## config.mk

```make
export PLATFORM = sky130hd
export DESIGN_NAME = proc_fetch_seq_flat
export DESIGN_NICKNAME = d
export VERILOG_FILES = /design/src/rtl/proc_fetch_seq_if.sv /design/src/rtl/proc_fetch_seq.sv /design/src/flat_wrapper.sv
export SDC_FILE = /design/constraint.sdc
export NUM_CORES = 1
export LEC_CHECK = 0
export ABC_AREA = 1
export CAP_MARGIN = 20
export CORE_ASPECT_RATIO = 0.9
export CORE_MARGIN = 10
export CORE_UTILIZATION = 28
export DETAILED_ROUTE_END_ITERATION = 12
export SYNTH_ARGS = -nofsm -noshare
export SYNTH_HDL_FRONTEND = slang
export SYNTH_SLANG_ARGS = --single-unit
```

## constraint.sdc

```tcl
create_clock -name Clock -period 1.7 [get_ports Clock]
set_clock_uncertainty 0.05 [all_clocks]
set_input_delay 0.34 -clock Clock [delete_from_list [all_inputs] [get_ports Clock]]
set_output_delay 0.34 -clock Clock [all_outputs]
set_load 0.02 [all_outputs]
```

## src/rtl/proc_fetch_seq_if.sv

```systemverilog
// -----------------------------------------------------------------------------
// proc_fetch_seq_if
//   Bus bundle between the instruction sequencer, its synchronous program ROM
//   and the 9-bit processor core.
//
//   mem_addr   ROM address (sequencer -> ROM)
//   mem_rdata  ROM data, valid one cycle after mem_addr (ROM -> sequencer)
//   proc_din   processor DIN (sequencer -> processor)
//   proc_run   processor Run, one-cycle pulse (sequencer -> processor)
//   proc_done  processor Done (processor -> sequencer)
//
//   master: the sequencer side.  slave: the ROM/processor side.
// -----------------------------------------------------------------------------
interface proc_fetch_seq_if #(
    parameter int ADDR_W = 5,
    parameter int DATA_W = 9
) ();
    logic [ADDR_W-1:0] mem_addr;
    logic [DATA_W-1:0] mem_rdata;
    logic [DATA_W-1:0] proc_din;
    logic              proc_run;
    logic              proc_done;

    modport master (
        output mem_addr, proc_din, proc_run,
        input  mem_rdata, proc_done
    );

    modport slave (
        input  mem_addr, proc_din, proc_run,
        output mem_rdata, proc_done
    );
endinterface

```

## src/rtl/proc_fetch_seq.sv

```systemverilog
// -----------------------------------------------------------------------------
// proc_fetch_seq
//   Instruction sequencer for the 9-bit mv/mvi/add/sub processor. Fetches a
//   word from the program ROM, issues it on proc_din with a one-cycle proc_run
//   pulse, supplies the mvi immediate while the core executes, waits for
//   proc_done and advances the PC. Supports free-run, single-step, HALT opcodes
//   (1xx) and a watchdog on proc_done.
//
//   Clock        rising-edge clock
//   Resetn       synchronous active-low reset
//   start        begin execution at start_addr (accepted in IDLE/HALT/ERR)
//   step         1 = return to IDLE after each retired instruction
//   start_addr   PC loaded on an accepted start
//   bus          ROM + processor signals (master side)
//   busy         1 in any state except IDLE/HALT/ERR
//   halted       1 in HALT
//   err          1 in ERR (watchdog expired)
//   pc           address of the current instruction
//   instr_count  retired instructions, wraps modulo 2**16
// -----------------------------------------------------------------------------
module proc_fetch_seq #(
    parameter int ADDR_W  = 5,
    parameter int DATA_W  = 9,
    parameter int TIMEOUT = 15
) (
    input  logic              Clock,
    input  logic              Resetn,
    input  logic              start,
    input  logic              step,
    input  logic [ADDR_W-1:0] start_addr,
    proc_fetch_seq_if.master  bus,
    output logic              busy,
    output logic              halted,
    output logic              err,
    output logic [ADDR_W-1:0] pc,
    output logic [15:0]       instr_count
);

    localparam int WDOG_W = $clog2(TIMEOUT + 1);

    typedef enum logic [2:0] {
        S_IDLE, S_FETCH, S_DECODE, S_IMM, S_ISSUE, S_WAIT, S_HALT, S_ERR
    } state_t;

    state_t            state, state_next;
    logic [ADDR_W-1:0] pc_next, mem_addr_q, mem_addr_next, pc_adv;
    logic [DATA_W-1:0] instr, instr_next, imm, imm_next, din_q;
    logic [WDOG_W-1:0] wdog, wdog_next;
    logic [15:0]       count_next;
    logic [2:0]        rdata_op;
    logic              is_mvi;

    assign rdata_op     = bus.mem_rdata[DATA_W-1 -: 3];
    assign is_mvi       = (instr[DATA_W-1 -: 3] == 3'b001);
    assign pc_adv       = pc + (is_mvi ? ADDR_W'(2) : ADDR_W'(1));
    assign bus.mem_addr = mem_addr_q;

    // Next-state and datapath update.
    always_comb begin
        // NOTE: every signal gets a default before the case, so no path can
        // leave one unassigned and infer a latch.
        state_next    = state;
        pc_next       = pc;
        mem_addr_next = mem_addr_q;
        instr_next    = instr;
        imm_next      = imm;
        wdog_next     = wdog;
        count_next    = instr_count;

        unique case (state)
            S_IDLE, S_HALT, S_ERR: begin
                if (start) begin
                    pc_next       = start_addr;
                    mem_addr_next = start_addr;
                    state_next    = S_FETCH;
                end
            end
            S_FETCH:  state_next = S_DECODE;
            S_DECODE: begin
                instr_next = bus.mem_rdata;
                if (rdata_op[2]) begin
                    state_next = S_HALT;
                end else if (rdata_op == 3'b001) begin
                    mem_addr_next = pc + ADDR_W'(1);
                    state_next    = S_IMM;
                end else begin
                    state_next = S_ISSUE;
                end
            end
            S_IMM: state_next = S_ISSUE;
            S_ISSUE: begin
                // The immediate address goes out at the end of DECODE, so with
                // one cycle of ROM latency its data is on mem_rdata during ISSUE;
                // it is first needed on proc_din in WAIT.
                if (is_mvi) imm_next = bus.mem_rdata;
                wdog_next  = '0;
                state_next = S_WAIT;
            end
            S_WAIT: begin
                if (bus.proc_done) begin
                    pc_next       = pc_adv;
                    mem_addr_next = pc_adv;
                    count_next    = instr_count + 16'd1;
                    state_next    = step ? S_IDLE : S_FETCH;
                end else if (wdog == WDOG_W'(TIMEOUT - 1)) begin
                    state_next = S_ERR;
                end else begin
                    wdog_next = wdog + WDOG_W'(1);
                end
            end
            default: state_next = S_IDLE;
        endcase
    end

    // Outputs decoded from state; proc_din falls back to its last driven value.
    always_comb begin
        bus.proc_run = (state == S_ISSUE);
        unique case (state)
            S_ISSUE: bus.proc_din = instr;
            S_WAIT:  bus.proc_din = is_mvi ? imm : instr;
            default: bus.proc_din = din_q;
        endcase
        busy   = !(state inside {S_IDLE, S_HALT, S_ERR});
        halted = (state == S_HALT);
        err    = (state == S_ERR);
    end

    // NOTE: Resetn is tested inside the clocked block and is not in the
    // sensitivity list, so reset takes effect only at a rising edge.
    always_ff @(posedge Clock) begin
        if (!Resetn) begin
            state <= S_IDLE;
        end else begin
            state <= state_next;
        end
    end

    always_ff @(posedge Clock) begin
        // NOTE: non-blocking assignments make every register here sample the
        // pre-edge values, independent of statement order.
        if (!Resetn) begin
            pc          <= '0;
            mem_addr_q  <= '0;
            instr       <= '0;
            imm         <= '0;
            wdog        <= '0;
            instr_count <= '0;
            din_q       <= '0;
        end else begin
            pc          <= pc_next;
            mem_addr_q  <= mem_addr_next;
            instr       <= instr_next;
            imm         <= imm_next;
            wdog        <= wdog_next;
            instr_count <= count_next;
            din_q       <= bus.proc_din;
        end
    end

endmodule
```

## src/flat_wrapper.sv

```systemverilog
// flat-port wrapper written by rule: the top's interface ports become plain ports
module proc_fetch_seq_flat 
#(
    parameter int ADDR_W  = 5,
    parameter int DATA_W  = 9,
    parameter int TIMEOUT = 15
)
  (Clock, Resetn, start, step, start_addr, busy, halted, err, pc, instr_count, bus_mem_addr, bus_proc_din, bus_proc_run, bus_mem_rdata, bus_proc_done);
  proc_fetch_seq_if #(.ADDR_W(ADDR_W), .DATA_W(DATA_W)) bus_i ();
  input  logic Clock;
  input  logic Resetn;
  input  logic start;
  input  logic step;
  input  logic [ADDR_W-1:0] start_addr;
  output logic busy;
  output logic halted;
  output logic err;
  output logic [ADDR_W-1:0] pc;
  output logic [15:0] instr_count;
  output wire logic [$bits(bus_i.mem_addr)-1:0] bus_mem_addr;
  output wire logic [$bits(bus_i.proc_din)-1:0] bus_proc_din;
  output wire logic [$bits(bus_i.proc_run)-1:0] bus_proc_run;
  input wire logic [$bits(bus_i.mem_rdata)-1:0] bus_mem_rdata;
  input wire logic [$bits(bus_i.proc_done)-1:0] bus_proc_done;
  assign bus_mem_addr = bus_i.mem_addr;
  assign bus_proc_din = bus_i.proc_din;
  assign bus_proc_run = bus_i.proc_run;
  assign bus_i.mem_rdata = bus_mem_rdata;
  assign bus_i.proc_done = bus_proc_done;
  proc_fetch_seq #(.ADDR_W(ADDR_W), .DATA_W(DATA_W), .TIMEOUT(TIMEOUT)) u_core (.Clock(Clock), .Resetn(Resetn), .start(start), .step(step), .start_addr(start_addr), .bus(bus_i), .busy(busy), .halted(halted), .err(err), .pc(pc), .instr_count(instr_count));
endmodule
```

* Yosys cells after proc, flatten, opt, wreduce, memory -nomap -nowiden *
Cells that the tools add are included.

cells by class
  mux-type cells = 19
  add/subtract/negate cells = 4
  eq/ne operators = 17
  reductions and logical operators = 13

operators by type and width
  kind                                            number
  two-way mux 5 bit                               4
  one-hot mux 3 bit (6 select lines)              1
  one-hot mux 9 bit (2 select lines)              1
  adder 16 x 1 -> 16 bit (second input constant)  1
  two-way mux 3 bit                               5
  one-hot mux 5 bit (3 select lines)              1
  == test 3 bit (second input constant)           4
  inequality test 2 bit (second input constant)   5
  one-hot mux 5 bit (2 select lines)              1
  == test 3 x 1 -> 1 bit (second input constant)  3
  two-way mux 9 bit                               1
  two-way mux 4 bit                               2
  one-hot mux 4 bit (2 select lines)              1
  == test 3 x 2 -> 1 bit (second input constant)  2
  AND reduction 2 bit                             3
  AND reduction 3 bit                             2
  nonzero test 3 bit                              2
  adder 5 x 1 -> 5 bit (second input constant)    1
  adder 5 bit                                     1
  AND reduction 5 bit                             1
  adder 4 x 1 -> 4 bit (second input constant)    1
  == test 4 bit (second input constant)           1
  nonzero test 2 bit                              2
  zero test 3 bit                                 1
  other kinds (6)                                 6

storage, ports and cells
  logic and storage cells = 61
  bits in registers = 60
  bits of input ports = 19

* Longest topological paths before layout *
Gate-level depths: netlist of run 1.

  word-level depth = 5
  gate-level depth with buffers = 13
  depth with buffers taken out = 12

* Worst setup path before layout of run 1 *
Ideal clock, no wire load.

  path type = register to register
  start = register u_core.instr[7]
  end = register u_core.mem_addr_q[1], in the netlist u_core.bus.mem_addr[1]
  buffers on the path = 1
  setup slack = -0.099 ns
  arrival time = 1.636 ns
  required time = 1.537 ns
  stages on the path, launching flop included = 13
  path through = dfxtp_1 -> nor2_1 -> nand2_1 -> buf_2 -> xor2_1 -> inv_1 -> ha_1 -> nand2_1 -> nand2_1 -> a21oi_1 -> nand2_1 -> nand2_1 -> nor2_1

on the way
  longest elaborated chain between the ends = 5

RTL lines
  what                                RTL line               RTL
  start, declared                     proc_fetch_seq.sv:47   logic [DATA_W-1:0] instr, instr_next, imm, imm_next, din_q;
  start signal, assigned              proc_fetch_seq.sv:152  instr <= instr_next;
  == test 3 x 1 -> 1 bit              proc_fetch_seq.sv:54   assign is_mvi = (instr[DATA_W-1 -: 3] == 3'b001);
  two-way mux 2 bit                   proc_fetch_seq.sv:55   assign pc_adv = pc + (is_mvi ? ADDR_W'(2) : ADDR_W'(1));
  adder 5 bit                         proc_fetch_seq.sv:55
  two-way mux 5 bit                   proc_fetch_seq.sv:100  if (bus.proc_done) begin
  one-hot mux 5 bit (3 select lines)  proc_fetch_seq.sv:70   unique case (state)
  end signal, assigned                proc_fetch_seq.sv:151  mem_addr_q <= mem_addr_next;
  end, declared                       proc_fetch_seq.sv:46   logic [ADDR_W-1:0] pc_next, mem_addr_q, mem_addr_next, pc_adv;

No other way between the ends. The select of a mux whose other input is x is not followed.
A chain may end at the register's enable or synchronous reset.

* Final worst setup path of run 1 *
  start = register u_core.state[0]
  end = output bus_proc_din[8]

on the way
  longest elaborated chain between the ends = 2
  elaborated cells on any way between the ends = 3

RTL lines
  what                                    RTL line               RTL
  start, declared                         proc_fetch_seq.sv:45   state_t state, state_next;
  start signal, assigned                  proc_fetch_seq.sv:134  state <= state_next;
  == test 3 bit                           proc_fetch_seq.sv:118  unique case (state)
  one-hot mux 9 bit (2 select lines) (*)  proc_fetch_seq.sv:118
  end, declared                           flat_wrapper.sv:21     output wire logic [$bits(bus_i.proc_din)-1:0] bus_proc_din;

Every way passes the cells marked *; elsewhere a longest branch is shown, timed or not.

==> impl_metrics.tcl, run 1 <==
set metrics [dict create \
    synth_area_um2 3080 \
    status "complete, but fails checks" \
    finalCriticalPeriod_ns 1.99 \
    cts_root_buf "clkbuf_16" \
    fp.dieArea_um2 15600 \
    drtPass1Iterations 4 \
    drv_cap 0 \
    antennaDiodeCount 0 \
    syn_to_final_growth_pct 65.9 \
    routed_wirelength_um 10400 \
    die_h_um 120 \
    synth_top_area_share_pct 38.9 \
    core_um2 10800 \
    maxClockFrequency_ghz 0.502 \
    io_pins 58 \
    synth.distinct_cells 27 \
    grt_max_degree 26 \
    drtIter0Drc 188 \
    cts_tree "yes" \
    clk_latency_ns 0.33 \
    yosysTopAreaCell "dfxtp_1" \
    cts_buffers 9 \
    ant_nets 0 \
    violations "negative setup slack" \
    final_hold_viol_count 0 \
    place_ws_ns -0.365 \
    ys_warn_count 0 \
    critPathTopFamily "flip-flops" \
    grt_util_all_layers_pct 12.7 \
    die_w_um 131 \
    h-tree-depth 3 \
    cp.required_ns 1.31 \
    hpwl_um 7150 \
    ys_seq_elements 60 \
    p_per_area_nw_per_um2 1310 \
    drcViolationCount 0 \
    tightest_slew_ns 0.291 \
    arrival_ns 1.60 \
    relSlewSlack_pct 80.4 \
    rr_startpoint "u_core.instr[7]" \
    grt_pass1_wl_um 16300 \
    fin_cells 760 \
    grt_pass1_vias 3471 \
    worstSetupEndpointType "output port" \
    cp_cell_sequence "nor2_4 > nand2_4 > nand2_4 > clkinvlp_4 > o211ai_1 > buf_4" \
    cp_slowest_stage_delay_ns 0.35 \
    cp_slowest_cell "dfxtp_2" \
    clkSinkCount 60 \
    synth.area.top_cells "dfxtp_1, nand2_1, nor2_1" \
    syn_area_per_cell_um2 6.43 \
    avgViaCountPerCell 4.73 \
    clk_path_buf_depth 2 \
    gp_congestion 0.835 \
    slew_violations 0 \
    period_share_pct 117 \
    startpoint "u_core.state[0]" \
    power_leakage_nw 2.34 \
    setup_violations 19 \
    clk_pin_slew_ns 0.06 \
    rows 36 \
    cp_max_fo 4 \
    crit_path_frequent_cell "nand2_4" \
    total_power_w 0.00668 \
    start_util_pct 28.5 \
    grt_overflow 0 \
    final.setup.tns_ns -2.56 \
    synth-seq-area-share_pct 38.9 \
    critPathLaunchType "register" \
    worst-path-buf-inv 2 \
    io_buffers 57 \
    antenna_found_initial 0 \
    drive_above_1_share_pct 30.1 \
    nets 646 \
    num_vias 3591 \
    worstSetupPathType "register to output port" \
    fin_ws_ns -0.290 \
    hold_path.class "register to register" \
    wl_per_cell_um 13.7 \
    placedCellCount 722 \
    ir_drop_mv 0.615 \
    rsz0062_at_grt "true" \
    synth_cells 480 \
    min_from "u_core.instr[4]" \
    syn_nets 504 \
]
## layer usage
layer	GRT usage, %	vias to the layer above	wire (um)
met1	15.3	1632	4570
met3	4.14	15	663
met5	0	-	0
met2	20.8	95	5010
li1	-	1849	-
met4	4.38	0	174
## metrics by stage
stage	hold slack [ns]	area, um2	utilization (%)
2_1_floorplan	0.394	3100	-
3_3_place_gp	0.404	4280	39.6
3_5_place_dp	0.413	4280	39.6
4_1_cts	0.422	4730	43.7
5_1_grt	0.468	5120	47.3
6_report	0.425	5120	47.3
## layout by cell type, fill, tap and decap left out, types with 11 or more instances in the layout
master           instances
nand2_1                107
buf_4                   69
nand2_2                 14
dlygate4sd2_1           19
clkdlybuf4s50_1         23
o21ai_0                 32
inv_1                   41
a21oi_1                 43
nand3_1                 21
nand2_4                 11
dfxtp_1                 55
buf_6                   25
nor2_1                  58
## worst register-to-register path, cell delays in order, from the launching register on
cell and delay, ns:
dfxtp_2 0.34, nor2_4 0.18, nand2_4 0.12, buf_6 0.15
xor2_1 0.13, inv_1 0.08, ha_4 0.16, inv_2 0.06
nand2_4 0.07, nand2_2 0.07, nand2_2 0.04, nor2_2 0.11
inv_1 0.06, a21oi_2 0.10
## final timing paths
check	slack [ns]	cells past startpoint	endpoint
max	-0.29	6	bus_proc_din[8]
min	0.43	2	u_core.instr[4]
max reg2reg	-0.10	13	u_core.pc[2]
min reg2reg	0.43	2	u_core.instr[4]
## cell type report
class                      instances  area, um2
clock buffer                      12        256
clock inverter                     4       47.5
fill                            1057       5690
inverter                          53        211
multi-input combinational        355       1920
sequential                        60       1210
tap                              133        166
timing repair buffer             142       1300
timing repair inverter             1       7.51
## synth_stat cells
cell      instances
nand2_1         128
nor2_1           74
dfxtp_1          60
a21oi_1          49
inv_1            48
o21ai_0          41
nand3_1          27
a31oi_1           8
buf_2             7
nand4_1           6
ha_1              5
clkbuf_1          4
inv_2             4
nand2_2           3
nand3_2           2
o211ai_1          2
xor2_1            2
and3_1            1
buf_1             1
buf_4             1
clkinv_1          1
nand3b_1          1
nor2_4            1
nor3_1            1
o211a_1           1
o311ai_0          1
xnor2_1           1
## cells by family (layout without fill, tap and decap cells)
family / Yosys count / after routing / share of synthesized area [%]
AO/OA/AOI/OAI: 102 / 102 / 17.3
adder cells (fa/ha/maj): 5 / 5 / 2.03
flip-flops: 60 / 60 / 38.9
XOR/XNOR: 3 / 3 / 0.852
AND/OR/NAND/NOR: 244 / 245 / 32.4
buffers and inverters: 66 / 212 / 8.44
## where the power goes
group | switching, W | internal (W) | leakage (nW)
combinational | 0.00161 | 0.00140 | 1.70
sequential | 0.000192 | 0.00163 | 0.489
clock | 0.000643 | 0.00121 | 0.149
## timing repair
| action | in CTS | in global routing |
|---|---|---|
| pin swaps | 4 | 24 |
| setup buffers | 7 | 13 |
| gates cloned | 1 | 1 |
| resized for setup | 125 | 89 |
| hold buffers | 0 | 0 |
| hold endpoints to repair | 0 | 0 |
| setup endpoints to repair | 39 | 40 |
## sequential cells by signal, indices dropped and copies added, names as in the netlist
| signal | flops |
|---|---|
| u_core.instr_count | 16 |
| u_core.state | 3 |
| u_core.instr | 9 |
| u_core.pc | 5 |
| u_core.bus.mem_addr | 5 |
| u_core.wdog | 4 |
| u_core.din_q | 9 |
| u_core.imm | 9 |
Power figures use the tool's default switching activity.
==> run 2, diff against run 1 <==
--- a/config.mk
+++ b/config.mk
@@ -6,6 +6,7 @@
 export NUM_CORES = 1
 export LEC_CHECK = 0
 export ABC_AREA = 1
+export ABC_CLOCK_PERIOD_IN_PS = 1700
 export CAP_MARGIN = 20
 export CORE_ASPECT_RATIO = 0.9
 export CORE_MARGIN = 10
==> results of run 2 <==
No change in the layout: final DEF, timing and power equal those of run 1.
==> run 3, diff against run 2 <==
--- a/config.mk
+++ b/config.mk
@@ -12,6 +12,7 @@
 export CORE_MARGIN = 10
 export CORE_UTILIZATION = 28
 export DETAILED_ROUTE_END_ITERATION = 12
+export SKIP_LAST_GASP = 1
 export SYNTH_ARGS = -nofsm -noshare
 export SYNTH_HDL_FRONTEND = slang
 export SYNTH_SLANG_ARGS = --single-unit
==> impl_metrics.tcl, run 3 (synthesis results as in run 1) <==
set metrics [dict create \
    placedCellCount 722 \
    routed_wirelength_um 10200 \
    final_util_pct 47.2 \
    ir_drop_mv 0.598 \
    antennaDiodeCount 0 \
    fillers 1054 \
    grt_max_degree 26 \
    cts_hold_buf 0 \
    io_pins 58 \
    num_vias 3606 \
    relSlewSlack_pct 78.3 \
    clkSinkCount 60 \
    fp.dieArea_um2 15600 \
    worstSetupEndpointType "output port" \
    seq_area_um2 1210 \
    hpwl_um 7150 \
    grt_util_all_layers_pct 12.7 \
    violations "negative setup slack" \
    p_per_area_nw_per_um2 1300 \
    grt_pass1_wl_um 16200 \
    whs_path_depth 2 \
    die_h_um 120 \
    rr_worst_depth 12 \
    die_w_um 131 \
    fin_cells 761 \
    drv_cap 0 \
    period_share_pct 117 \
    cts_buffers 9 \
    avgViaCountPerCell 4.74 \
    cts_tree "yes" \
    drive_above_1_share_pct 29.8 \
    io_buffers 57 \
    rows 36 \
    clk_latency_ns 0.33 \
    largest_register_ffs 16 \
    clk_pin_slew_ns 0.06 \
    power_leakage_nw 2.34 \
    grt_overflow 0 \
    setup_violations 19 \
    grt_pass1_vias 3450 \
    tightest_slew_ns 0.323 \
    drcViolationCount 0 \
    status "complete, but fails checks" \
    hold_path.class "register to register" \
    rsz0062_at_grt "true" \
    cp_max_fo 4 \
    place_ws_ns -0.365 \
    layout_common_cells "nand2_1, buf_4, nor2_1" \
    fin_ws_ns -0.281 \
    h-tree-depth 3 \
    arrival_ns 1.59 \
    gp_congestion 0.835 \
    layout_commonest_cell "nand2_1" \
    syn_to_final_growth_pct 65.5 \
    multiInputGateArea_um2 1910 \
    ant_nets 0 \
    drtPass1Iterations 5 \
    final.setup.tns_ns -2.84 \
    cts_root_buf "clkbuf_16" \
    critPathLaunchType "register" \
    maxClockFrequency_ghz 0.505 \
    final_hold_viol_count 0 \
    antenna_found_initial 0 \
    nets 647 \
    drtIter0Drc 172 \
    clk_path_buf_depth 2 \
    wl_per_cell_um 13.5 \
    regMostFlops "u_core.instr_count" \
    finalCriticalPeriod_ns 1.98 \
    cp.required_ns 1.31 \
    core_um2 10800 \
    worstSetupPathType "register to output port" \
    start_util_pct 28.5 \
    slew_violations 0 \
]
run 3: what timing repair did:
action | in CTS | in global routing
buffers inserted | 7 | 14
pin swaps | 4 | 27
resized for setup | 111 | 95
gates cloned | 1 | 1
endpoints found under the setup margin | 39 | 40
run 3: final cells by class:
| class | count | share of cell area, % |
|---|---|---|
| clock buffer | 12 | 5.02 |
| clock inverter | 4 | 0.931 |
| inverter | 53 | 4.14 |
| multi-input combinational | 355 | 37.4 |
| sequential | 60 | 23.7 |
| tap | 133 | 3.26 |
| timing repair buffer | 143 | 25.3 |
| timing repair inverter | 1 | 0.147 |
run 3: per-layer routing:
layer | global-route usage (%) | vias to the layer above | wire [um]
li1 | - | 1848 | -
met1 | 15.3 | 1638 | 4430
met2 | 20.6 | 103 | 4850
met3 | 4.14 | 17 | 735
met4 | 4.38 | 0 | 225
met5 | 0 | - | 0
run 3: per-stage QoR:
stage / hold WS, ns / cell area [um2] / power [W]
4_1_cts: 0.422 / 4680 / 0.00611
3_5_place_dp: 0.413 / 4280 / 0.00410
3_3_place_gp: 0.404 / 4280 / 0.00406
5_1_grt: 0.463 / 5100 / 0.00705
2_1_floorplan: 0.394 / 3100 / 0.00299
6_report: 0.426 / 5100 / 0.00664
run 3: worst max-delay path: stages (launching register included):
cell	delay [ns]
dfxtp_2	0.35
nor2_4	0.14
nand2_4	0.08
nand2_4	0.08
clkinvlp_4	0.14
o211ai_1	0.27
buf_4	0.19
run 3: final timing paths:
path / endpoint / slack [ns] / start
max: bus_proc_din[8] / -0.28 / u_core.state[0]
min: u_core.instr[4] / 0.43 / u_core.instr[4]
max reg2reg: u_core.bus.mem_addr[4] / -0.13 / u_core.instr[7]
min reg2reg: u_core.instr[4] / 0.43 / u_core.instr[4]
run 3: report_power, final:
| part | total (W) | switching, W | internal, W |
|---|---|---|---|
| Clock | 0.00185 | 0.000643 | 0.00121 |
| Sequential | 0.00182 | 0.000197 | 0.00162 |
| Combinational | 0.00297 | 0.00159 | 0.00138 |
